[config.mk]
export PLATFORM = sky130hd
export DESIGN_NAME = collision_pair_scheduler_flat
export DESIGN_NICKNAME = d
export VERILOG_FILES = /design/src/rtl/collision_pair_scheduler_if.sv /design/src/rtl/collision_pair_scheduler.sv /design/src/flat_wrapper.sv
export SDC_FILE = /design/constraint.sdc
export NUM_CORES = 1
export LEC_CHECK = 0
export BUFFER_PORTS_ARGS = -buffer_cell sky130_fd_sc_hd__buf_2
export CORE_MARGIN = 5
export CORE_UTILIZATION = 45
export DETAILED_ROUTE_END_ITERATION = 10
export GPL_ROUTABILITY_DRIVEN = 0
export PLACE_DENSITY = 0.75
export SYNTH_ARGS = -nofsm -noshare
export SYNTH_HDL_FRONTEND = slang
export SYNTH_SLANG_ARGS = --single-unit
[constraint.sdc]
create_clock -name clk -period 5.9 [get_ports clk]
set_clock_uncertainty 0.15 [all_clocks]
set_input_delay 1.18 -clock clk [delete_from_list [all_inputs] [get_ports clk]]
set_output_delay 1.18 -clock clk [all_outputs]
set_load 0.01 [all_outputs]
[src/rtl/collision_pair_scheduler_if.sv]
// collision_pair_scheduler_if: result handshake from the pair scheduler to
// the ball movement logic. One pair result per valid/ready transfer; index 0
// of every array belongs to the lower ball ID, index 1 to the higher one.
interface collision_pair_scheduler_if;
  logic               upd_valid;
  logic               upd_ready;
  logic        [3:0]  upd_ID     [2];
  logic signed [10:0] upd_Xspeed [2];
  logic signed [10:0] upd_Yspeed [2];

  modport master (
    output upd_valid,
    output upd_ID,
    output upd_Xspeed,
    output upd_Yspeed,
    input  upd_ready
  );

  modport slave (
    input  upd_valid,
    input  upd_ID,
    input  upd_Xspeed,
    input  upd_Yspeed,
    output upd_ready
  );
endinterface

[src/rtl/collision_pair_scheduler.sv]
// collision_pair_scheduler: shares one combinational ball-pair speed
// calculator across every colliding pair of a frame. The collision flags are
// snapshotted at frame start, pairs are visited in lexicographic (i,j) order,
// and each result is handed to the movement logic over upd (valid/ready).
//
// Optional feature macro: SCHED_TIMEOUT_EN. When defined, a result left
// unaccepted for 256 cycles is dropped and upd_timeout pulses.
//
// state   | meaning
// IDLE    | waiting for startOfFrame
// SCAN    | testing candidate pair (i,j) against the snapshot, 1 per cycle
// DRIVE   | calc_ID/calc_collide held for CALC_WAIT cycles to settle
// CAPTURE | calculator outputs for balls i and j registered
// PRESENT | result offered on upd until accepted
module collision_pair_scheduler #(
  parameter int NUM_BALLS = 4,
  parameter int CALC_WAIT = 2
) (
  input  logic                       clk,
  input  logic                       reset,
  input  logic                       startOfFrame,
  input  logic [NUM_BALLS-1:0]       balls_collide,
  input  logic signed [10:0]         calc_Xspeed_in [NUM_BALLS],
  input  logic signed [10:0]         calc_Yspeed_in [NUM_BALLS],
  output logic [3:0]                 calc_ID [2],
  output logic [NUM_BALLS-1:0]       calc_collide,
  collision_pair_scheduler_if.master upd,
  output logic                       busy,
  output logic                       frame_done,
  output logic                       frame_overrun,
  output logic [2:0]                 pair_count
`ifdef SCHED_TIMEOUT_EN
  ,
  output logic                       upd_timeout
`endif
);

  localparam int IW = (NUM_BALLS > 1) ? $clog2(NUM_BALLS) : 1;

  typedef enum logic [2:0] {
    IDLE,
    SCAN,
    DRIVE,
    CAPTURE,
    PRESENT
  } state_t;

  state_t               state_q;
  state_t               state_d;
  logic [NUM_BALLS-1:0] snap_q;
  logic [IW-1:0]        i_q;
  logic [IW-1:0]        j_q;
  logic [IW-1:0]        i_nxt;
  logic [IW-1:0]        j_nxt;
  logic [3:0]           wait_q;
  logic                 pair_hit;
  logic                 last_pair;

  logic                 start_frame;
  logic                 load_wait;
  logic                 adv_ptr;
  logic                 capture;
  logic                 count_inc;
  logic                 done_set;
  logic                 pair_release;
  logic                 tmo_set;

`ifdef SCHED_TIMEOUT_EN
  logic [7:0]           tmo_cnt_q;
`endif

  assign pair_hit  = snap_q[i_q] & snap_q[j_q];
  assign last_pair = (i_q == IW'(NUM_BALLS - 2)) && (j_q == IW'(NUM_BALLS - 1));

  // Next candidate in lexicographic order: bump j, or move to row i+1.
  always_comb begin
    i_nxt = i_q;
    j_nxt = j_q + 1'b1;
    if (j_q == IW'(NUM_BALLS - 1)) begin
      i_nxt = i_q + 1'b1;
      j_nxt = i_q + IW'(2);
    end
  end

  // State register.
  always_ff @(posedge clk) begin
    if (reset) begin
      state_q <= IDLE;
    end else begin
      state_q <= state_d;
    end
  end

  // Next-state decode and one-cycle datapath strobes.
  always_comb begin
    state_d      = state_q;
    start_frame  = 1'b0;
    load_wait    = 1'b0;
    adv_ptr      = 1'b0;
    capture      = 1'b0;
    count_inc    = 1'b0;
    done_set     = 1'b0;
    pair_release = 1'b0;
    tmo_set      = 1'b0;
    case (state_q)
      IDLE: begin
        if (startOfFrame) begin
          state_d     = SCAN;
          start_frame = 1'b1;
        end
      end
      SCAN: begin
        if (pair_hit) begin
          state_d   = DRIVE;
          load_wait = 1'b1;
        end else if (last_pair) begin
          state_d  = IDLE;
          done_set = 1'b1;
        end else begin
          adv_ptr = 1'b1;
        end
      end
      DRIVE: begin
        // CALC_WAIT of 0 is outside the legal range; treat it like 1.
        if (wait_q <= 4'd1) begin
          state_d = CAPTURE;
        end
      end
      CAPTURE: begin
        state_d = PRESENT;
        capture = 1'b1;
      end
      PRESENT: begin
        if (upd.upd_ready) begin
          count_inc    = 1'b1;
          pair_release = 1'b1;
        end
`ifdef SCHED_TIMEOUT_EN
        else if (tmo_cnt_q == 8'd255) begin
          tmo_set      = 1'b1;
          pair_release = 1'b1;
        end
`endif
        if (pair_release) begin
          if (last_pair) begin
            state_d  = IDLE;
            done_set = 1'b1;
          end else begin
            state_d = SCAN;
            adv_ptr = 1'b1;
          end
        end
      end
      default: begin
        state_d = IDLE;
      end
    endcase
  end

  // Snapshot, pair pointer, calculator drive, result registers and status.
  always_ff @(posedge clk) begin
    if (reset) begin
      snap_q            <= '0;
      i_q               <= '0;
      j_q               <= '0;
      wait_q            <= '0;
      calc_ID[0]        <= '0;
      calc_ID[1]        <= '0;
      calc_collide      <= '0;
      upd.upd_valid     <= 1'b0;
      upd.upd_ID[0]     <= '0;
      upd.upd_ID[1]     <= '0;
      upd.upd_Xspeed[0] <= '0;
      upd.upd_Xspeed[1] <= '0;
      upd.upd_Yspeed[0] <= '0;
      upd.upd_Yspeed[1] <= '0;
      busy              <= 1'b0;
      frame_done        <= 1'b0;
      frame_overrun     <= 1'b0;
      pair_count        <= '0;
    end else begin
      busy          <= (state_d != IDLE);
      upd.upd_valid <= (state_d == PRESENT);
      frame_done    <= done_set;
      // A frame pulse while busy is only reported; the snapshot stays.
      frame_overrun <= startOfFrame && (state_q != IDLE);

      if (start_frame) begin
        snap_q     <= balls_collide;
        i_q        <= '0;
        j_q        <= IW'(1);
        pair_count <= '0;
      end else if (adv_ptr) begin
        i_q <= i_nxt;
        j_q <= j_nxt;
      end

      if (count_inc && (pair_count != 3'd6)) begin
        pair_count <= pair_count + 3'd1;
      end

      if (load_wait) begin
        wait_q       <= 4'(CALC_WAIT);
        calc_ID[0]   <= 4'(i_q);
        calc_ID[1]   <= 4'(j_q);
        calc_collide <= (NUM_BALLS'(1) << i_q) | (NUM_BALLS'(1) << j_q);
      end else if (state_q == DRIVE) begin
        wait_q <= wait_q - 4'd1;
      end

      // Calculator inputs stay driven through CAPTURE, then return to idle.
      if (capture) begin
        upd.upd_ID[0]     <= calc_ID[0];
        upd.upd_ID[1]     <= calc_ID[1];
        upd.upd_Xspeed[0] <= calc_Xspeed_in[i_q];
        upd.upd_Xspeed[1] <= calc_Xspeed_in[j_q];
        upd.upd_Yspeed[0] <= calc_Yspeed_in[i_q];
        upd.upd_Yspeed[1] <= calc_Yspeed_in[j_q];
        calc_ID[0]        <= '0;
        calc_ID[1]        <= '0;
        calc_collide      <= '0;
      end
    end
  end

`ifdef SCHED_TIMEOUT_EN
  // Counts PRESENT cycles with upd_ready low; restarts for every new result.
  always_ff @(posedge clk) begin
    if (reset) begin
      tmo_cnt_q   <= '0;
      upd_timeout <= 1'b0;
    end else begin
      upd_timeout <= tmo_set;
      if (capture) begin
        tmo_cnt_q <= '0;
      end else if ((state_q == PRESENT) && !upd.upd_ready) begin
        tmo_cnt_q <= tmo_cnt_q + 8'd1;
      end
    end
  end
`endif

endmodule

[src/flat_wrapper.sv]
// flat-port wrapper written by rule: the top's interface ports become plain ports
module collision_pair_scheduler_flat 
#(
  parameter int NUM_BALLS = 4,
  parameter int CALC_WAIT = 2
)
  (clk, reset, startOfFrame, balls_collide, calc_Xspeed_in, calc_Yspeed_in, calc_ID, calc_collide, busy, frame_done, frame_overrun, pair_count, upd_upd_valid, upd_upd_ID, upd_upd_Xspeed, upd_upd_Yspeed, upd_upd_ready);
  collision_pair_scheduler_if upd_i ();
  input  logic clk;
  input  logic reset;
  input  logic startOfFrame;
  input  logic [NUM_BALLS-1:0] balls_collide;
  input  logic signed [10:0] calc_Xspeed_in[NUM_BALLS];
  input  logic signed [10:0] calc_Yspeed_in[NUM_BALLS];
  output logic [3:0] calc_ID[2];
  output logic [NUM_BALLS-1:0] calc_collide;
  output logic busy;
  output logic frame_done;
  output logic frame_overrun;
  output logic [2:0] pair_count;
  output wire logic [$bits(upd_i.upd_valid)-1:0] upd_upd_valid;
  output wire logic [$bits(upd_i.upd_ID)-1:0] upd_upd_ID;
  output wire logic [$bits(upd_i.upd_Xspeed)-1:0] upd_upd_Xspeed;
  output wire logic [$bits(upd_i.upd_Yspeed)-1:0] upd_upd_Yspeed;
  input wire logic [$bits(upd_i.upd_ready)-1:0] upd_upd_ready;
  assign upd_upd_valid = upd_i.upd_valid;
  assign upd_upd_ID = {>>{upd_i.upd_ID}};
  assign upd_upd_Xspeed = {>>{upd_i.upd_Xspeed}};
  assign upd_upd_Yspeed = {>>{upd_i.upd_Yspeed}};
  assign upd_i.upd_ready = upd_upd_ready;
  collision_pair_scheduler #(.NUM_BALLS(NUM_BALLS), .CALC_WAIT(CALC_WAIT)) u_core (.clk(clk), .reset(reset), .startOfFrame(startOfFrame), .balls_collide(balls_collide), .calc_Xspeed_in(calc_Xspeed_in), .calc_Yspeed_in(calc_Yspeed_in), .calc_ID(calc_ID), .calc_collide(calc_collide), .upd(upd_i), .busy(busy), .frame_done(frame_done), .frame_overrun(frame_overrun), .pair_count(pair_count));
endmodule
* Word-level counts from Yosys, hierarchy flattened
Index checks and enable logic that the tools add are counted.
Storage, ports and cells: memories 0, flip-flop bits (word level) 78, logic and storage cells 104, bits in writable memories 0, bits in read-only memories 0, latch bits 0, output and inout port bits 71
Operators by class: equal/unequal tests 8, divide/modulo/power cells 0, reductions and logical operators 13, shift-type cells 2, bitwise logic cells 4, add/sub/neg operators 5, $lt $le $gt $ge 5, mux-type cells 46, multiply operators 0
Operators with widths (count):
- $bmux W11 S2 | 4
- $mux W11 | 8
- $mux W3 | 7
- $mux W1 | 19
- $pmux W3 S5 | 1
- $shl A1 B2 Y4 const A | 2
- $eq A3 B2 Y1 const B | 2
- $eq A3 B3 Y1 const B | 2
- $ge A3 B3 Y1 const B | 2
- $lt A2 B3 Y1 const B | 2
- $mux W2 | 3
- $not A2 Y3 | 2
- $reduce_bool A2 Y1 | 3
- $reduce_bool A3 Y1 | 2
- $reduce_or A2 Y1 | 3
- $add A2 B1 Y2 const B | 2
- $bmux W1 S2 | 2
- $eq A2 B2 Y1 const B | 2
- $le A4 B1 Y1 const B | 1
- $or A4 B4 Y4 | 1
- $pmux W1 S2 | 2
- $sub A4 B1 Y4 const B | 1
- $add A3 B1 Y3 const B | 1
- $eq A3 B1 Y1 const B | 1
- other kinds (6) | 8

* Longest topological paths before layout
Gate-level depths: netlist of the first run.
depth after elaboration 7, mapped depth 9, depth with buffers taken out 7

* Worst setup path after synthesis of the first run
No wires, ideal clock.
kind input to register, from input upd_upd_ready, to register u_core.pair_count[2], setup slack 3428 ps, arrival 2252 ps, stages on the path 5, library setup time 70 ps, path through nor4bb_1 > clkbuf_1 > nand2_1 > or2_2 > a21oi_1
On the way: cells in the longest elaborated chain, start to end 4, elaborated cells between the ends (all ways) 5, classes of those cells mux (3); reduce/logical (2)
Ends and longest elaborated chain:
- start, declared | RTL line flat_wrapper.sv:25 | input wire logic [$bits(upd_i.upd_ready)-1:0] upd_upd_ready;
- $mux W1 * | RTL line collision_pair_scheduler.sv:134 | if (upd.upd_ready) begin
- $mux W1 * | RTL line collision_pair_scheduler.sv:105 | case (state_q)
- $logic_and A1 B1 Y1 * | RTL line collision_pair_scheduler.sv:198 | if (count_inc && (pair_count != 3'd6)) begin
- $mux W3 or $reduce_bool A2 Y1 (tied branches)
- end signal, assigned | RTL line collision_pair_scheduler.sv:199 | pair_count <= pair_count + 3'd1;
- end, declared | RTL line collision_pair_scheduler.sv:31 | output logic [2:0] pair_count
Every way passes the cells marked *; elsewhere a longest branch is shown, timed or not. A chain may end at the register's enable or synchronous reset.

* Worst setup path after layout of the first run
from register u_core.j_q[0], to register u_core.calc_collide[2]
On the way: cells in the longest elaborated chain, start to end 5, elaborated cells between the ends (all ways) 7, classes of those cells shift (1); mux (4); bitwise (2)
Ends and longest elaborated chain:
- start, declared | RTL line collision_pair_scheduler.sv:52 | logic [IW-1:0] j_q;
- start signal, assigned | RTL line collision_pair_scheduler.sv:195 | j_q <= j_nxt;
- $bmux W1 S2 | RTL line collision_pair_scheduler.sv:72 | assign pair_hit = snap_q[i_q] & snap_q[j_q];
- $mux W1 (implied by the code) | RTL line collision_pair_scheduler.sv:72
- $and A1 B1 Y1 | RTL line collision_pair_scheduler.sv:72
- $mux W1 | RTL line collision_pair_scheduler.sv:113 | if (pair_hit) begin
- $mux W1 | RTL line collision_pair_scheduler.sv:105
- end signal, assigned | RTL line collision_pair_scheduler.sv:206 | calc_collide <= (NUM_BALLS'(1) << i_q) | (NUM_BALLS'(1) << j_q);
- end, declared | RTL line collision_pair_scheduler.sv:26 | output logic [NUM_BALLS-1:0] calc_collide,
Parallel ways exist; a longest one is shown, timed or not. The select of a mux whose other input is x is not followed.

==> reports/metrics.csv, run 1 <==
metric;value;unit
buffer_ports.inserted;158;
critPathCaptureType;flop;
track_usage;20.7;%
start_kind;flop;
synth-seq-cells;78;
setup_viol;0;
synthTopCellsByArea;dfxtp_1 37%, mux4_2 23%, nand2_1 9.7%;
synth_top_cell_by_area;dfxtp_1;
crit_chain;nand2b_1, a21oi_2, nor4_4, nor2_1, a211oi_2;
wl;12.2;mm
dp_hpwl;9.14;mm
dieWidth;108;um
hold_viol;0;
final_antenna_net_count;0;
hold_buffers;0;
finalCritPeriodShare;48.0;%
fmaxAchievable;0.353;GHz
drc;0;
powerDensity;207;nW/um^2
clock_sinks;78;
required;6.01;ns
syn_avg_cell_area;9.72;sq um
grt_pass1_vias;3837;
clk_latency;0.34;ns
initial_core_util;46.3;%
vias;3903;
cts.htree.levels;3;
final.setup.tns;0;ns
dieHeight;108;um
post_cts_buffers;0;
clk_pin_slew;0.08;ns
area_growth;23.3;%
synth_edf_count;0;
grt_pass1_wl;19.0;mm
cts_tree;done;
crit_arrival;2.95;ns
async_flop_share;0;%
dr.pass1.iters;4;
wl_per_cell;17.1;um
diodes;0;
vias_per_cell;5.47;
relSlewSlack;29.9;%
critPathTopFamily;simple AND/OR/NAND/NOR gates;
ios;167;
postLayoutCoreUtil;57.1;%
critPathKind;reg2reg;
yosys_warnings;0;
cp_max_fo;30;
antenna_found_initial;0;
ys_seq_area_share;36.5;%
drt_iter0_markers;268;
grt-ovfl-total;0;
yosysMostFrequentCell;nand2_1;
drv_slew;0;
final_nets;687;
fillers;822;
cts_buffer_depth;2;
power.leakage;2.17;nW
place_ws;2.73;ns
vdd_drop_max;0.128;mV
rows;35;
core_area;9240;sq um
hold_path.class;reg2reg;
grt_max_degree;52;
synthTopCellsByCount;111 x nand2_1, 78 x dfxtp_1, 56 x a21oi_1, 44 x mux4_2, 24 x nor2_1;
die_area;11600;sq um
drv_cap;0;
yosysTopAreaCellShare;36.5;%
cp_slowest_stage_delay;1.00;ns
layout-drive-gt1-share;40.6;%
synth_area;4280;sq um
synth.distinct_cells;48;
synth_cells;440;
tightestPinTransition;1.04;ns
status;finished, final reports clean;
synth_ff_type;dfxtp_1;
cts_buffers;9;
cts_resized;0;
cp_slowest_cell;dfxtp_2;
layout_setup_ws;3.07;ns
root_buffer;clkbuf_8;
fin_crit;2.83;ns
rsz0062_at_grt;no;
power;1.09;mW
path_buf_inv;0;
==> logic make-up (layout without fill, tap and decap cells) <==
| family | after synthesis | after routing | share of synthesized area (%) |
|---|---|---|---|
| flops | 78 | 78 | 36.5 |
| buf+inv | 50 | 187 | 5.91 |
| compound gates | 78 | 78 | 10.8 |
| fa+ha+maj | 12 | 12 | 3.51 |
| mux | 56 | 56 | 26.1 |
| xor+xnor | 3 | 3 | 0.614 |
| other cells | 1 | 8 | 0.0877 |
| simple gates | 162 | 162 | 16.5 |
==> flip-flops by register name (all words and copies together) (netlist names), 2 cells and up <==
name,flops
u_core.upd.upd_Xspeed,22
u_core.upd.upd_Yspeed,22
u_core.calc_ID,4
u_core.calc_collide,4
u_core.snap_q,4
u_core.upd.upd_ID,4
u_core.wait_q,4
u_core.pair_count,3
u_core.state_q,3
u_core.i_q,2
u_core.j_q,2
==> metrics by stage <==
stage                     hold slack, ns  std cells  area (sq um)
final                              0.304        713          5280
after global routing               0.332        713          5280
after CTS                          0.311        713          5280
after detailed placement           0.300        697          5070
after global placement             0.291        697          5070
after floorplan                    0.314        447          4300
==> final timing paths <==
check                           depth (start not counted)                       from  slack (ns)                        end
worst max-delay path                                    5              u_core.j_q[0]        3.07     u_core.calc_collide[2]
worst min-delay path                                    2  u_core.upd.upd_Yspeed[13]        0.30  u_core.upd.upd_Yspeed[13]
worst max register to register                          5              u_core.j_q[0]        3.07     u_core.calc_collide[2]
worst min register to register                          2  u_core.upd.upd_Yspeed[13]        0.30  u_core.upd.upd_Yspeed[13]
==> layer usage <==
layer  track usage (%)  part of all wire [%]
met1              26.4                    40
met2              35.6                    51
met3              3.84                   8.4
met4              6.40                   1.2
met5                 0                     0
==> tightest hold or removal path, cell delays in order (launching register included) <==
cell	delay (ns)
dfxtp_1	0.31
nand2_1	0.05
a21oi_1	0.05
==> power breakdown <==
group          leakage, nW  internal (mW)  total [mW]  switching [mW]
registers            0.630          0.532       0.550          0.0180
clock network       0.0955          0.207       0.403           0.196
logic                 1.44         0.0807       0.138          0.0570
total                 2.17          0.820        1.09           0.271
==> cell type report <==
| type | count | area, sq um | area share, % |
|---|---|---|---|
| multi-input cells | 319 | 2490 | 47.2 |
| repair buffers | 163 | 828 | 15.7 |
| clock inverters | 5 | 58.8 | 1.11 |
| flip-flops and latches | 78 | 1560 | 29.6 |
| well taps | 129 | 161 | 3.06 |
| inverters | 8 | 30.0 | 0.569 |
| clock buffers | 11 | 141 | 2.68 |
==> cells in the final DEF, fill, tap and decap left out, drive strengths merged, types with 2 or more instances in the layout <==
cell	n
buf	163
nor2	24
conb	8
nor4	2
clkbuf	11
and3b	2
or3b	2
mux2	3
or2	2
nand2b	3
ha	12
xnor2	2
a21oi	57
nor3	5
mux2i	9
dfxtp	78
o21ai	3
nor3b	2
a211oi	5
clkinvlp	2
nand4	2
o211ai	2
o2111ai	2
clkinv	2
inv	8
nand2	111
nand3	2
a31oi	2
mux4	44
Note: power is estimated with default switching activity, not from simulation.
==> run 2, diff against run 1 <==
- ABC_AREA: not set -> 1
- PLACE_DENSITY: 0.75 -> 0.74
- clock period: 5.9 -> 2.89 ns (I/O delays scaled with it)
==> run 2 against run 1 <==
Net effect:
- first-iteration DRC count up 48%
- largest power group unchanged
- synthesized area up 5.7%
- critical path type unchanged
- critical path depth up 1
- fmax up 47%
- register-to-register slack worse by 2.1 ns
==> reports/metrics.csv, run 2 <==
metric;value;unit;change
status;finished, final reports clean;;
vias;4845;;+24%
drt_iter0_markers;396;;+48%
design_area;5530;sq um;+4.8%
async_flop_share;0;%;unchanged
cts.htree.levels;3;;unchanged
die_area;12200;sq um;+5.2%
buffer_ports.inserted;158;;unchanged
syn_avg_cell_area;6.91;sq um;-29%
dr.pass1.iters;5;;+1
dp.cells;903;;+30%
holdWs;0.322;ns;+0.0177 ns
drv_slew;0;;unchanged
post_cts_buffers;0;;unchanged
final_nets;889;;+29%
dieWidth;110;um;+2.5%
cp_max_fo;88;;+190%
antenna_found_initial;0;;unchanged
grt-ovfl-total;0;;unchanged
crit_arrival;2.02;ns;-0.93 ns
dieHeight;110;um;+2.5%
cts_resized;0;;unchanged
setup_viol;0;;unchanged
critPathTopFamily;buffers and inverters;;
clk_pin_slew;0.09;ns;about the same
required;2.98;ns;-3.03 ns
relSlewSlack;46.4;%;+16 points
final_cells;919;;+29%
layout_common_cells;158 x buf_2, 89 x o211ai_1, 86 x inv_1;;
rows;36;;+2.9%
postLayoutCoreUtil;56.6;%;-0.51 points
final_antenna_net_count;0;;unchanged
grt_pass1_vias;4577;;+19%
yosys_warnings;0;;unchanged
vdd_drop_max;0.307;mV;+140%
synth-seq-cells;78;;unchanged
finalCritPeriodShare;66.5;%;+18 points
hold_path.class;in2reg;;
start_kind;flop;;
track_usage;21.4;%;+0.72 points
clk_latency;0.35;ns;about the same
path_buf_inv;2;;+2
initial_core_util;46.3;%;about the same
wl;13.5;mm;+11%
cp_slowest_stage_delay;0.63;ns;-0.37 ns
cp_slowest_cell;buf_4;;
rsz0062_at_grt;no;;
ys_seq_area_share;34.5;%;-2.0 points
drv_cap;0;;unchanged
layout_setup_ws;0.968;ns;-2.10 ns
wl_per_cell;14.7;um;-14%
synth_top_cell_by_area;dfxtp_1;;
area_growth;22.3;%;
powerDensity;434;nW/um^2;+110%
yosysTopAreaCellShare;34.5;%;-2.0 points
fmaxAchievable;0.520;GHz;+47%
diodes;0;;unchanged
final.setup.tns;0;ns;unchanged
reg_top3;u_core.upd.upd_Xspeed: 22 flops, u_core.upd.upd_Yspeed: 22 flops;;
hold_viol;0;;unchanged
synth.distinct_cells;27;;-44%
grt_pass1_wl;21.0;mm;+10%
layout-drive-gt1-share;28.0;%;-13 points
synth_ff_type;dfxtp_1;;
synthTopCellsByArea;dfxtp_1 35%, o211ai_1 15%, inv_1 7.2%;;
clock_sinks;78;;unchanged
tightestPinTransition;0.804;ns;-0.239 ns
placed_cell_area;5310;sq um;+4.6%
vias_per_cell;5.27;;-3.7%
fin_crit;1.92;ns;-0.912 ns
power;2.40;mW;+120%
cts_buffers;9;;unchanged
cts_tree;done;;
synthTopCellsByCount;89 x o211ai_1, 87 x inv_1, 79 x nand2_1, 78 x dfxtp_1, 65 x a21oi_1;;
synth_cells;654;;+49%
core_area;9770;sq um;+5.8%
ios;167;;unchanged
dp_hpwl;9.66;mm;+5.7%
critPathCaptureType;flop;;
cts_buffer_depth;2;;unchanged
crit_chain;buf_4, a21oi_1, o21ai_0, nand3_1, o211ai_1, inv_2;;
hold_buffers;0;;unchanged
drc;0;;unchanged
synth_edf_count;0;;unchanged
power.leakage;2.72;nW;+25%
grt_max_degree;95;;+83%
synth_area;4520;sq um;+5.7%
critPathKind;reg2reg;;
place_ws;0.909;ns;-1.82 ns
yosysMostFrequentCell;o211ai_1;;
root_buffer;clkbuf_8;;
final_common_cell;buf_2;;
run 2: cell count changes after synthesis, moves of 9 or more:
cell	previous run	this run
nand3_1	2	57
a21oi_1	56	65
inv_1	8	87
o211ai_1	2	89
mux2i_1	9	0
inv_2	0	28
o21ai_0	3	56
buf_2	7	24
mux4_2	44	0
o21ai_1	0	10
nand2_1	111	79
run 2: worst reg2reg max path, delay by kind of cell, from the launching register on:
kind / cells / cell delay [ns]
flops: 1 / 0.41
simple gates: 1 / 0.12
compound gates: 3 / 0.47
buf+inv: 2 / 0.67
run 2: worst paths after layout:
path / slack [ns] / startpoint / depth (start not counted) / end
worst max-delay path: 0.97 / u_core.j_q[0] / 6 / u_core.upd.upd_Yspeed[3]
worst min-delay path: 0.32 / startOfFrame / 3 / u_core.frame_overrun
worst max register to register: 0.97 / u_core.j_q[0] / 6 / u_core.upd.upd_Yspeed[3]
worst min register to register: 0.32 / u_core.calc_collide[1] / 2 / u_core.calc_collide[1]
run 2: area by class of cell:
| class | instances | area, sq um |
|---|---|---|
| Clock buffer | 9 | 124 |
| Timing Repair Buffer | 166 | 863 |
| Inverter | 115 | 432 |
| Fill cell | 924 | 4240 |
| Tap cell | 133 | 166 |
| Sequential cell | 78 | 1570 |
| Multi-Input combinational cell | 411 | 2280 |
| Clock inverter | 7 | 98.8 |
run 2: routing by layer:
| metal | vias to the layer above | routed length [um] | global-route usage, % |
|---|---|---|---|
| li1 | 2437 | - | - |
| met1 | 2260 | 5820 | 26.4 |
| met2 | 136 | 6620 | 37.5 |
| met3 | 12 | 923 | 3.49 |
| met4 | 0 | 166 | 8.00 |
| met5 | - | 0 | 0 |
run 2: kinds of logic (layout without fill, tap and decap cells):
family | after synthesis | count (layout) | share of synthesized area (%)
other | 1 | 8 | 0.0829
flip-flops | 78 | 78 | 34.5
AND/OR/NAND/NOR | 167 | 167 | 16.3
adder cells (fa/ha/maj) | 12 | 12 | 3.32
XOR/XNOR | 1 | 1 | 0.194
buffers and inverters | 172 | 297 | 15.8
AO/OA/AOI/OAI | 223 | 223 | 29.8
run 2: where the power goes:
part	internal [mW]	total, mW	leakage, nW	switching, mW
registers	1.10	1.11	0.632	0.0153
logic	0.136	0.374	1.99	0.238
clock network	0.487	0.915	0.0977	0.427
